File: config.mk
export PLATFORM = sky130hd
export DESIGN_NAME = freqdiv_sync_ctrl
export DESIGN_NICKNAME = d
export VERILOG_FILES = /design/src/rtl/freqdiv_sync_ctrl.sv
export SDC_FILE = /design/constraint.sdc
export NUM_CORES = 1
export LEC_CHECK = 0
export ABC_AREA = 1
export CAP_MARGIN = 20
export CORE_AREA = 2 2 39 41
export DETAILED_ROUTE_END_ITERATION = 8
export DIE_AREA = 0 0 41 43
export GPL_TIMING_DRIVEN = 1
export SYNTH_ARGS = -nofsm -noshare
export SYNTH_HDL_FRONTEND = slang
export SYNTH_SLANG_ARGS = --single-unit
File: constraint.sdc
create_clock -name clk_in -period 1 [get_ports clk_in]
set_input_delay 0.2 -clock clk_in [delete_from_list [all_inputs] [get_ports clk_in]]
set_output_delay 0.2 -clock clk_in [all_outputs]
set_load 0.01 [all_outputs]
File: src/rtl/freqdiv_sync_ctrl.sv
// Alignment controller for the integer clock dividers: holds their `sync` low for HOLD_CYC
// cycles, releases them together and pulses `ack` after SETTLE_CYC cycles. Macro TRIG_SYNC_EN adds a synchronized `trig` input.
module freqdiv_sync_ctrl #(
  parameter int HOLD_CYC   = 4,
  parameter int SETTLE_CYC = 8
) (
  input  logic       clk_in,
  input  logic       rst,
  input  logic       req,
`ifdef TRIG_SYNC_EN
  input  logic       trig,
`endif
  output logic       sync,
  output logic       busy,
  output logic       ack,
  output logic [1:0] fsm_state
);

  localparam int MAX_CYC = (HOLD_CYC > SETTLE_CYC) ? HOLD_CYC : SETTLE_CYC;
  localparam int CNT_W   = (MAX_CYC < 1) ? 1 : $clog2(MAX_CYC + 1);

  localparam logic [CNT_W-1:0] HOLD_LAST   = CNT_W'(HOLD_CYC - 1);
  localparam logic [CNT_W-1:0] SETTLE_LAST = (SETTLE_CYC > 0) ? CNT_W'(SETTLE_CYC - 1) : '0;

  typedef enum logic [1:0] {
    IDLE   = 2'd0,
    HOLD   = 2'd1,
    SETTLE = 2'd2,
    DONE   = 2'd3
  } state_t;

  state_t           state, state_nxt;
  logic [CNT_W-1:0] cnt, cnt_nxt;
  logic             pending, pending_nxt;
  logic             start;

  // Request/ack handshake: `start` is sampled on every rising clk_in edge, level or pulse.
  // Requests landing in HOLD merge into the running alignment, requests in SETTLE queue one
  // re-alignment, and `ack` pulses once per completed alignment.
`ifdef TRIG_SYNC_EN
  logic trig_s1, trig_s2, trig_s3;

  always_ff @(posedge clk_in or negedge rst) begin
    if (!rst) begin
      trig_s1 <= 1'b0;
      trig_s2 <= 1'b0;
      trig_s3 <= 1'b0;
    end else begin
      trig_s1 <= trig;
      trig_s2 <= trig_s1;
      trig_s3 <= trig_s2;
    end
  end

  assign start = req | (trig_s2 & ~trig_s3);
`else
  assign start = req;
`endif

  always_comb begin
    state_nxt   = state;
    cnt_nxt     = cnt + CNT_W'(1);
    pending_nxt = pending;
    case (state)
      IDLE: begin
        cnt_nxt = '0;
        if (start) state_nxt = HOLD;
      end
      HOLD: begin
        if (cnt == HOLD_LAST) begin
          state_nxt = (SETTLE_CYC == 0) ? DONE : SETTLE;
          cnt_nxt   = '0;
        end
      end
      SETTLE: begin
        if (start) pending_nxt = 1'b1;
        if (cnt == SETTLE_LAST) begin
          state_nxt = DONE;
          cnt_nxt   = '0;
        end
      end
      DONE: begin
        cnt_nxt     = '0;
        pending_nxt = 1'b0;
        state_nxt   = (pending || start) ? HOLD : IDLE;
      end
      default: begin
        state_nxt = IDLE;
        cnt_nxt   = '0;
      end
    endcase
  end

  // Outputs are decoded from the next state so they change in the same edge as the state.
  always_ff @(posedge clk_in or negedge rst) begin
    if (!rst) begin
      state   <= HOLD;
      cnt     <= '0;
      pending <= 1'b0;
      sync    <= 1'b0;
      busy    <= 1'b1;
      ack     <= 1'b0;
    end else begin
      state   <= state_nxt;
      cnt     <= cnt_nxt;
      pending <= pending_nxt;
      sync    <= (state_nxt != HOLD);
      busy    <= (state_nxt != IDLE);
      ack     <= (state_nxt == DONE);
    end
  end

  assign fsm_state = state;

endmodule

Yosys cells after proc, flatten, opt, wreduce, memory -nomap -nowiden:

Index checks and enable logic that the tools add are counted.

* word-level logic and storage cells: 31
* register bits after elaboration: 10
* input port bits: 3

* reduce and logical (&&, ||, !) cells: 6
* muxes and demuxes: 10
* eq/ne operators: 8
* add/sub/neg operators: 1

Operator list (count)
* one-hot mux 4 bit (3 select lines): 1
* 2-to-1 mux 4 bit: 2
* one-hot mux 2 bit (4 select lines): 1
* equality test 2 bit (second input constant): 3
* 2-to-1 mux 2 bit: 3
* adder 4 x 1 -> 4 bit (second input constant): 1
* equality test 4 x 2 -> 1 bit (second input constant): 1
* equality test 4 x 3 -> 1 bit (second input constant): 1
* nonzero test 2 bit: 2
* equality test 2 x 1 -> 1 bit (second input constant): 1
* logical NOT 2 bit: 1
* 2-to-1 mux 1 bit: 2
* inequality test 2 x 1 -> 1 bit (second input constant): 1
* inequality test 2 bit (second input constant): 1
* one-hot mux 1 bit (2 select lines): 1
* AND reduction 2 bit: 1
* OR reduction 2 bit: 1
* logical OR 1 bit: 1

Logic depth before layout (Yosys ltp):

Gate-level depths: netlist of the first run.

* depth after elaboration: 4
* mapped depth: 7
* gate-level depth less buffers: 7

Worst setup path after synthesis of the first run:

No wires, ideal clock.

* kind: register to register
* start: register cnt[0]
* end: register sync
* arrival: 981 ps
* data required time: 878 ps
* setup slack: -103 ps
* buffers on the path: 0
* clock period less this slack: 1103 ps
* cell stages (with the launch flop): 7
* cells stage by stage: dfrtp_1 -> ha_1 -> nand2_1 -> nor2_2 -> nand2_2 -> nand4_2 -> nand2_1

* cells in the longest elaborated chain, start to end: 4

RTL lines
* from (decl): line 33 `logic [CNT_W-1:0] cnt, cnt_nxt;`
* from (signal assigned): line 105 `cnt <= cnt_nxt;`
* equality test 4 x 3 -> 1 bit / equality test 4 x 2 -> 1 bit (equally long branches): line 77, 70
* 2-to-1 mux 2 bit (on tied branches): line 77, 70
* one-hot mux 2 bit (4 select lines) (*): line 64 `case (state)`
* via state_nxt[0]: line 32 `state_t state, state_nxt;`
* inequality test 2 x 1 -> 1 bit (*): line 107 `sync <= (state_nxt != HOLD);`
* to (signal assigned): line 107
* to (decl): line 13 `output logic sync,`

Mark *: on every way through the listed nets, which the timed path passes. The rest lies on a longest branch.
A chain may end at the register's enable or synchronous reset.

Worst setup path in the final report of the first run:

* start: register state[0], in the netlist fsm_state[0]
* end: output fsm_state[0]

RTL lines
* from (decl): line 32
* from (signal assigned): line 104 `state <= state_nxt;`
* to (decl): line 16 `output logic [1:0] fsm_state`

No word-level cell between the ends.

==> results of run 1 <==
-- where the power goes --
group / switching, W / internal (W) / leakage, nW / total, W
Combinational: 0.000592 / 0.000596 / 0.273 / 0.00119
Clock: 0.000149 / 0.000221 / 0.0210 / 0.000370
Sequential: 0.000112 / 0.000587 / 0.126 / 0.000698
-- worst paths after layout --
| path | start | to | slack, ps | cells after the start |
|---|---|---|---|---|
| setup / recovery | fsm_state[0] | fsm_state[0] | -110 | 1 |
| min in group clk_in | pending | pending | 560 | 2 |
| setup reg to reg | cnt[1] | busy | -110 | 7 |
| hold reg to reg | pending | pending | 560 | 2 |
| max in group asynchronous | rst | cnt[0] | 480 | 2 |
| hold / removal | rst | sync | 160 | 1 |
-- cell usage after synthesis, drive strengths merged --
| master | instances | area share [%] |
|---|---|---|
| ha | 1 | 2.6 |
| nand3b | 1 | 1.6 |
| o21ai | 1 | 1.8 |
| nor2 | 8 | 8.3 |
| xnor2 | 1 | 1.8 |
| dfrtp | 8 | 42 |
| inv | 12 | 9.4 |
| nand2 | 13 | 12 |
| clkinv | 1 | 0.78 |
| nand3 | 2 | 2.1 |
| dfstp | 2 | 11 |
| a21oi | 2 | 2.1 |
| o22ai | 1 | 1.3 |
| nand4 | 2 | 3.9 |
-- cell families after synthesis --
logic type | count (synthesis) | synth area share (%)
AOI/OAI and AO/OA | 4 | 5.21
xor gates and xnor gates | 1 | 1.82
adders and majority gates | 1 | 2.60
buffers and inverters | 13 | 10.2
DFF | 10 | 52.6
and+or+nand+nor | 26 | 27.6
-- flip-flops by register name (all words and copies together) (netlist names) --
register / count
pending: 1
cnt: 4
sync: 1
fsm_state: 2
ack: 1
busy: 1
-- through the flow --
step                power (W)  setup TNS (ps)  setup WS (ps)  hold WS, ps  area [um2]
finish                0.00226            -989           -111          161         776
global route          0.00244           -1710           -195          168         776
CTS                   0.00220           -1040           -128          164         758
detailed placement    0.00166           -1490           -229          457         676
global placement      0.00165           -1450           -229          458         676
floorplan             0.00124            -170          -61.9        -95.6         495
-- area by class of cell --
type                            instances  area (um2)
Sequential cell                        10         253
Timing Repair Buffer                   20         170
Clock buffer                            4        36.3
Fill cell                             123         608
Inverter                               13        53.8
Tap cell                               16        20.0
Multi-Input combinational cell         32         243
-- routing by layer --
layer	GRT usage, %	wire, um	up-vias
met5	0	0	-
met4	8.00	14	0
met3	3.14	18	2
met2	18.4	454	5
met1	20.7	457	186
li1	-	-	215
-- repair_timing --
item | 4_1_cts | 5_1_grt
pin swaps | 3 | 5
endpoints found under the setup margin | 15 | 13
setup buffers | 0 | 1
gates resized for setup | 39 | 4
==> metrics.md, run 1 <==
| Metric | Value |
|---|---|
| # Max-Cap Violations | 0 |
| Max Freq | 900 MHz |
| Final hold viol count | 0 |
| Slew headroom | 82.9% |
| Peak VDD IR | 0.00115 V |
| Clk Tree Root Cell | clkbuf_4 |
| Synthesized area per cell | 8.74 um2 |
| Nature of the critical path endpoint | output pin |
| Final core occ | 56.1% |
| RSZ-0062 raised after global routing | true |
| #FFs+latches synth | 10 |
| Chip Height | 43 um |
| Die area | 1760 um2 |
| Clk_skew | 0.517 ps |
| Via Count | 408 |
| CP delay by family, top | flip-flops |
| Worst EP arrival | 910 ps |
| Fin. max-slew vios | 0 |
| Worst Setup Slack, final | -111 ps |
| DRT antenna net count | 0 |
| Diodes inserted | 0 |
| WL final | 946 um |
| Post-synthesis sequential area ratio | 52.6% |
| Critical Path RT | 800 ps |
| Violated checks | setup timing |
| Num CTS Buffers | 3 |
| CTS tree | yes |
| GRT overflow | 0 |
| Non-Filler Instances | 95 |
| CTS Hold Buffers Added | 0 |
| Row cnt | 14 |
| Starting density of the core | 34.7% |
| YS warnings | 0 |
| Initial antenna violation count | 0 |
| Detailed Routing Iterations Pass 1 | 2 |
| Most common cell after layout, fill and taps aside | buf_4 |
| Pin count of the biggest net entering global routing | 7 |
| DPL Wire Length | 686 um |
| Final setup fails | 13 |
| Synth cell types | 19 |
| Nets | 84 |
| Hold Path Class | input port to async pin |
| Total track usage | 14.1% |
| Period utilization | 111% |
| Crit-path max cell delay | 550 ps |
| CTS sink cnt | 10 |
| Die extent in x | 41 um |
| H-Tree Depth | 1 |
| CP Class | flip-flop to output pin |
| Port Buf Inserts | 7 |
| Measured slew at the worst slew-check pin | 255 ps |
| Core area | 1380 um2 |
| Crit path buffers/inverters | 1 |
| Status | finished with violations |
| Crit-path max FO | 2 |
| Commonest cells after routing, fill and taps aside | buf_4, dfrtp_1, inv_1, nand2_1, buf_6 |
| Power density cells | 2910 nW/um2 |
| Placed insts | 90 |
| First-pass GRT wire length | 1660 um |
| Clock Latency Late Sink | 270 ps |
| Layout cells sized above 1 | 58.2% |
| Area growth, synth to finish | 61.5% |
| Final GP Congestion | 0.715 |
| Mapped Nets | 59 |
| I/O pins | 8 |
| Initial drt markers | 7 |
| Min Tclk post-route | 1110 ps |
| Number of global-route vias before repair | 393 |
| Startpoint Class | flip-flop |
| Leak pwr | 0.420 nW |
| Max Root-Sink Buffers | 2 |
| Reg clk slew, reported paths | 70 ps |
| Synth Instances | 55 |
| Synth Cell Area | 480 um2 |
| DRC errors left | 0 |
| Vias per cell | 4.29 |
| Routed len/inst | 9.96 um |
| Slowest-stage cell, CP | dfstp_2 |
| Crit path cell chain | buf_6 |
Power figures use the tool's default switching activity.
==> inputs of run 2 (changes only) <==
Settings changed: CTS_BUF_LIST from default to sky130_fd_sc_hd__clkbuf_8.
==> run 2 against run 1 <==
Against the previous run: the run still ends with setup timing left; cell area increased by 0.32%; flip-flop and latch count unchanged; worst setup slack improved by 8.3 ps; count of clock-buffer cells in the layout unchanged; cell count unchanged; register-to-register slack about the same; combinational power decreased by 4%; core utilization increased by 0.18 points.
==> metrics.md, run 2 (same netlist as run 1, synthesis figures left out) <==
| Metric | Value |
|---|---|
| Status | finished with violations |
| Violated checks | setup timing |
| Power density cells | 3010 nW/um2 |
| Clk_skew | 1.11 ps |
| Period utilization | 110% |
| CTS tree | yes |
| CTS sink cnt | 10 |
| Nets | 84 |
| # fillers | 124 |
| Area growth, synth to finish | 62.0% |
| Core area | 1380 um2 |
| Slew headroom | 83.0% |
| # Max-Cap Violations | 0 |
| Largest reg by FF count | cnt |
| I/O pins | 8 |
| Final hold viol count | 0 |
| Num CTS Buffers | 3 |
| Hold Path Class | input port to async pin |
| Peak VDD IR | 0.00150 V |
| Fin. max-slew vios | 0 |
| RSZ-0062 raised after global routing | true |
| DRT antenna net count | 0 |
| Measured slew at the worst slew-check pin | 255 ps |
| Startpoint Class | flip-flop |
| Layout cells sized above 1 | 54.4% |
| Die area | 1760 um2 |
| CTS Hold Buffers Added | 0 |
| First-pass GRT wire length | 1680 um |
| Final setup fails | 11 |
| Initial antenna violation count | 0 |
| Max Root-Sink Buffers | 2 |
| Pre-CTS setup slack | -229 ps |
| Min Tclk post-route | 1100 ps |
| Commonest cells after routing, fill and taps aside | buf_4, inv_1, dfrtp_1 |
| Worst hold slack | 193 ps |
| Detailed Routing Iterations Pass 1 | 3 |
| Most common cell after layout, fill and taps aside | buf_4 |
| Final core occ | 56.2% |
| Routed len/inst | 10.0 um |
| Starting density of the core | 34.7% |
| Placed insts | 90 |
| Pin count of the biggest net entering global routing | 7 |
| Nature of the critical path endpoint | flip-flop |
| DRC errors left | 0 |
| Max reg flops | 4 |
| Die extent in x | 41 um |
| H-Tree Depth | 1 |
| Number of global-route vias before repair | 390 |
| WL final | 953 um |
| Initial drt markers | 5 |
| Total track usage | 14.5% |
| Diodes inserted | 0 |
| Final GP Congestion | 0.715 |
| CP Class | flip-flop to flip-flop |
| Clk Tree Root Cell | clkbuf_8 |
| DPL Wire Length | 686 um |
| Row cnt | 14 |
| GRT overflow | 0 |
| Vias per cell | 4.33 |
| Clock Latency Late Sink | 240 ps |
| Leak pwr | 0.423 nW |
| Via Count | 411 |
| Worst EP arrival | 1230 ps |
| Non-Filler Instances | 95 |
| Reg clk slew, reported paths | 50 ps |
| Worst Setup Slack, final | -102 ps |
| Crit-path max FO | 3 |
| Critical Path RT | 1130 ps |
| Max Freq | 907 MHz |
| Chip Height | 43 um |
| Port Buf Inserts | 7 |
| Tot Pwr | 0.00234 W |
==> run 2: changes by cell type in the layout (fill, tap and decap cells not counted), moves of 2 or more <==
cell	previous run	this run
buf_6	6	4
clkbuf_4	3	0
clkbuf_8	1	4
inv_1	7	9
inv_2	5	3
==> run 2: cell type report <==
type | count | area (um2) | area share, %
clock buffer | 4 | 55.1 | 7.07
inverter | 13 | 50.0 | 6.43
multi-input combinational | 32 | 240 | 30.9
sequential | 10 | 253 | 32.5
tap | 16 | 20.0 | 2.57
timing repair buffer | 20 | 160 | 20.6
==> run 2: path summary, 6_finish.rpt <==
check	from	end	slack, ps	cells past startpoint
hold / removal	rst	sync	190	1
max in group asynchronous	rst	cnt[0]	440	2
setup / recovery	cnt[0]	sync	-100	6
setup reg to reg	cnt[0]	sync	-100	6
hold reg to reg	pending	pending	560	2
min in group clk_in	pending	pending	560	2
==> run 2: repair_timing <==
| action | 4_1_cts | 5_1_grt |
|---|---|---|
| endpoints found under the setup margin | 15 | 12 |
| gates resized for setup | 34 | 3 |
| buffers inserted | 0 | 1 |
| pin swaps | 7 | 4 |
==> run 2: metrics by stage <==
step,setup TNS (ps),area [um2]
6_report,-804,778
5_1_grt,-1570,778
4_1_cts,-872,761
3_5_place_dp,-1490,676
3_3_place_gp,-1450,676
2_1_floorplan,-170,495
==> run 2: where the power goes <==
group | switching (W) | internal [W]
registers | 0.000104 | 0.000588
clock network | 0.000165 | 0.000347
logic | 0.000571 | 0.000568
total | 0.000839 | 0.00150
==> run 2: per-layer routing <==
metal  wire length, um  part of all wire, %  GRT usage (%)  vias to the layer above
li1                  -                    -              -                      213
met1               445                   47           20.4                      189
met2               460                   48           19.1                        6
met3                25                  2.6           3.14                        3
met4                21                  2.2           10.0                        0
met5                 0                    0              0                        -
==> run 2: worst max-delay path, cell delays in order (launching register included) <==
cell and delay (ps):
dfrtp_1 390, ha_4 170, nand2_4 50, nor2_4 150, nand2_2 90, nand4_2 80, nand2_1 60
==> inputs of run 3 (changes only) <==
--- a/config.mk
+++ b/config.mk
@@ -10,4 +10,5 @@
 export CORE_AREA = 2 2 39 41
 export CTS_BUF_LIST = sky130_fd_sc_hd__clkbuf_8
+export CTS_CLUSTER_SIZE = 10
 export DETAILED_ROUTE_END_ITERATION = 8
 export DIE_AREA = 0 0 41 43
==> constraint.sdc (replaced) <==
create_clock -name clk_in -period 1 [get_ports clk_in]
set_input_delay 0.1 -clock clk_in [delete_from_list [all_inputs] [get_ports clk_in]]
set_output_delay 0.1 -clock clk_in [all_outputs]
set_load 0.01 [all_outputs]
==> run 3 against run 2 <==
Against the previous run: the run still ends with setup timing left; first-iteration DRC count down 20%; sequential share of layout area is 1.3 points lower; cell count is 1.1% higher; largest power group unchanged; routed wire length rose by 4.9%; core utilization rose by 2.3 points; combinational power rose by 11%; critical path depth decreased by 1; clock skew rose by 7.8 ps; largest cell class is now multi-input combinational cells; non-clock buffer count grew 1; worst setup slack got worse by 17 ps; fmax is 1.5% lower; worst hold slack got worse by 39 ps.
==> metrics.md, run 3 (same netlist as run 1, synthesis figures left out) <==
| Metric | Value |
|---|---|
| Via Count | 420 |
| Non-Filler Instances | 96 |
| Detailed Routing Iterations Pass 1 | 4 |
| Reg2reg end | busy |
| RSZ-0062 raised after global routing | true |
| Routed len/inst | 10.4 um |
| Reg-to-Reg Start | cnt[1] |
| Max reg flops | 4 |
| Total Neg Setup Slack | -790 ps |
| Diodes inserted | 0 |
| Slowest-stage cell, CP | dfrtp_1 |
| Chip Height | 43 um |
| DPL Wire Length | 698 um |
| Crit path buffers/inverters | 0 |
| Die area | 1760 um2 |
| Leak pwr | 0.450 nW |
| DRC errors left | 0 |
| R2R depth | 5 |
| Measured slew at the worst slew-check pin | 201 ps |
| Nets | 85 |
| Reg clk slew, reported paths | 50 ps |
| Clk Tree Root Cell | clkbuf_8 |
| Peak VDD IR | 0.00152 V |
| Crit path cell chain | ha_4 -> nand2_2 -> nor2_1 -> nor2_2 -> nand3_1 |
| GRT overflow | 0 |
| Commonest cells after routing, fill and taps aside | buf_4, inv_1, dfrtp_1 |
| Final GP Congestion | 0.663 |
| Power density cells | 2910 nW/um2 |
| I/O pins | 8 |
| Status | finished with violations |
| # Max-Cap Violations | 0 |
| Num CTS Buffers | 3 |
| Most common cell after layout, fill and taps aside | buf_4 |
| DRT antenna net count | 0 |
| Max Freq | 894 MHz |
| CTS sink cnt | 10 |
| Port Buf Inserts | 7 |
| Final setup fails | 10 |
| CP delay by family, top | simple AND/OR/NAND/NOR gates |
| Placed insts | 91 |
| Starting density of the core | 34.7% |
| Startpoint Class | flip-flop |
| WL final | 1000 um |
| Initial antenna violation count | 0 |
| Reg-to-reg slack, setup | -120 ps |
| Vias per cell | 4.38 |
| CTS tree | yes |
| Largest reg by FF count | cnt |
| Core area | 1380 um2 |
| Critical Path RT | 1140 ps |
| Period utilization | 112% |
| Clk_skew | 8.90 ps |
| Number of global-route vias before repair | 445 |
| Slew headroom | 86.6% |
| Layout cells sized above 1 | 55.0% |
| Fin. max-slew vios | 0 |
| Crit-path max FO | 3 |
| Initial drt markers | 4 |
| Violated checks | setup timing |
| Total track usage | 14.8% |
| CP Class | flip-flop to flip-flop |
| Area growth, synth to finish | 68.5% |
| Max Root-Sink Buffers | 2 |
| Hold Path Class | input port to async pin |
| Pin count of the biggest net entering global routing | 11 |
| Clock Latency Late Sink | 230 ps |
| H-Tree Depth | 1 |
| Nature of the critical path endpoint | flip-flop |
| Min Tclk post-route | 1120 ps |
| Die extent in x | 41 um |
| Worst EP arrival | 1260 ps |
| Crit-path max cell delay | 410 ps |
| First-pass GRT wire length | 1810 um |
| Worst Setup Slack, final | -119 ps |
| Worst hold slack | 155 ps |
| Final hold viol count | 0 |
| Row cnt | 14 |
## run 3: cell types whose count changed in the layout (fill, tap and decap cells not counted), sizes merged
cell / previous run / this run
inv: 12 / 14
clkdlybuf4s15: 0 / 1
clkinv: 1 / 0
clkbuf: 4 / 3
dlygate4sd2: 0 / 2
buf: 18 / 16
## run 3: how the worst max path moves through the flow
stage | startpoint | to | slack, ps | cells past startpoint
6_report | cnt[1] | busy | -120 | 5
5_1_grt | cnt[1] | busy | -190 | 5
4_1_cts | cnt[0] | busy | -140 | 7
3_5_place_dp | fsm_state[0] | cnt[0] | -150 | 7
3_3_place_gp | fsm_state[0] | fsm_state[0] | -140 | 1
2_1_floorplan | cnt[0] | sync | -60 | 6
## run 3: final cells by class
cell class	count	area, um2
Clock buffer	3	41.3
Clock inverter	1	3.75
Fill cell	123	574
Inverter	13	51.3
Multi-Input combinational cell	32	270
Sequential cell	10	253
Tap cell	16	20.0
Timing Repair Buffer	21	170
## run 3: timing repair
item,4_1_cts,5_1_grt
setup endpoints to repair,15,12
hold buffers,0,0
gates resized for setup,21,13
pin swaps,8,7
buffers inserted,0,1
hold endpoints to repair,0,0
## run 3: power breakdown
| part | total [W] | switching, W | internal [W] |
|---|---|---|---|
| clock | 0.000402 | 0.000136 | 0.000267 |
| combinational | 0.00126 | 0.000647 | 0.000611 |
| sequential | 0.000695 | 0.000107 | 0.000588 |
| total | 0.00236 | 0.000890 | 0.00147 |
## run 3: per-layer routing
metal / share of wire [%] / global-route usage, % / up-vias / routed length, um
met3: 2.1 / 3.14 / 0 / 21
met1: 43 / 19.3 / 194 / 432
met2: 55 / 24.7 / 7 / 547
met5: 0 / 0 / - / 0
met4: 0 / 2.00 / 0 / 0
li1: - / - / 219 / -
## run 3: stage by stage
step / worst slack [ps] / cell area [um2] / utilization [%] / total power [W]
after global routing: -192 / 810 / 58.5 / 0.00255
after floorplan: -61.9 / 495 / - / 0.00124
after global placement: -140 / 683 / 49.4 / 0.00166
final: -119 / 810 / 58.5 / 0.00236
after CTS: -135 / 756 / 54.6 / 0.00217
after detailed placement: -146 / 683 / 49.4 / 0.00168
## run 3: worst reg2reg max path, stage by stage (launching register included)
cell	delay, ps
dfrtp_1	410
ha_4	190
nand2_2	110
nor2_1	60
nor2_2	170
nand3_1	100
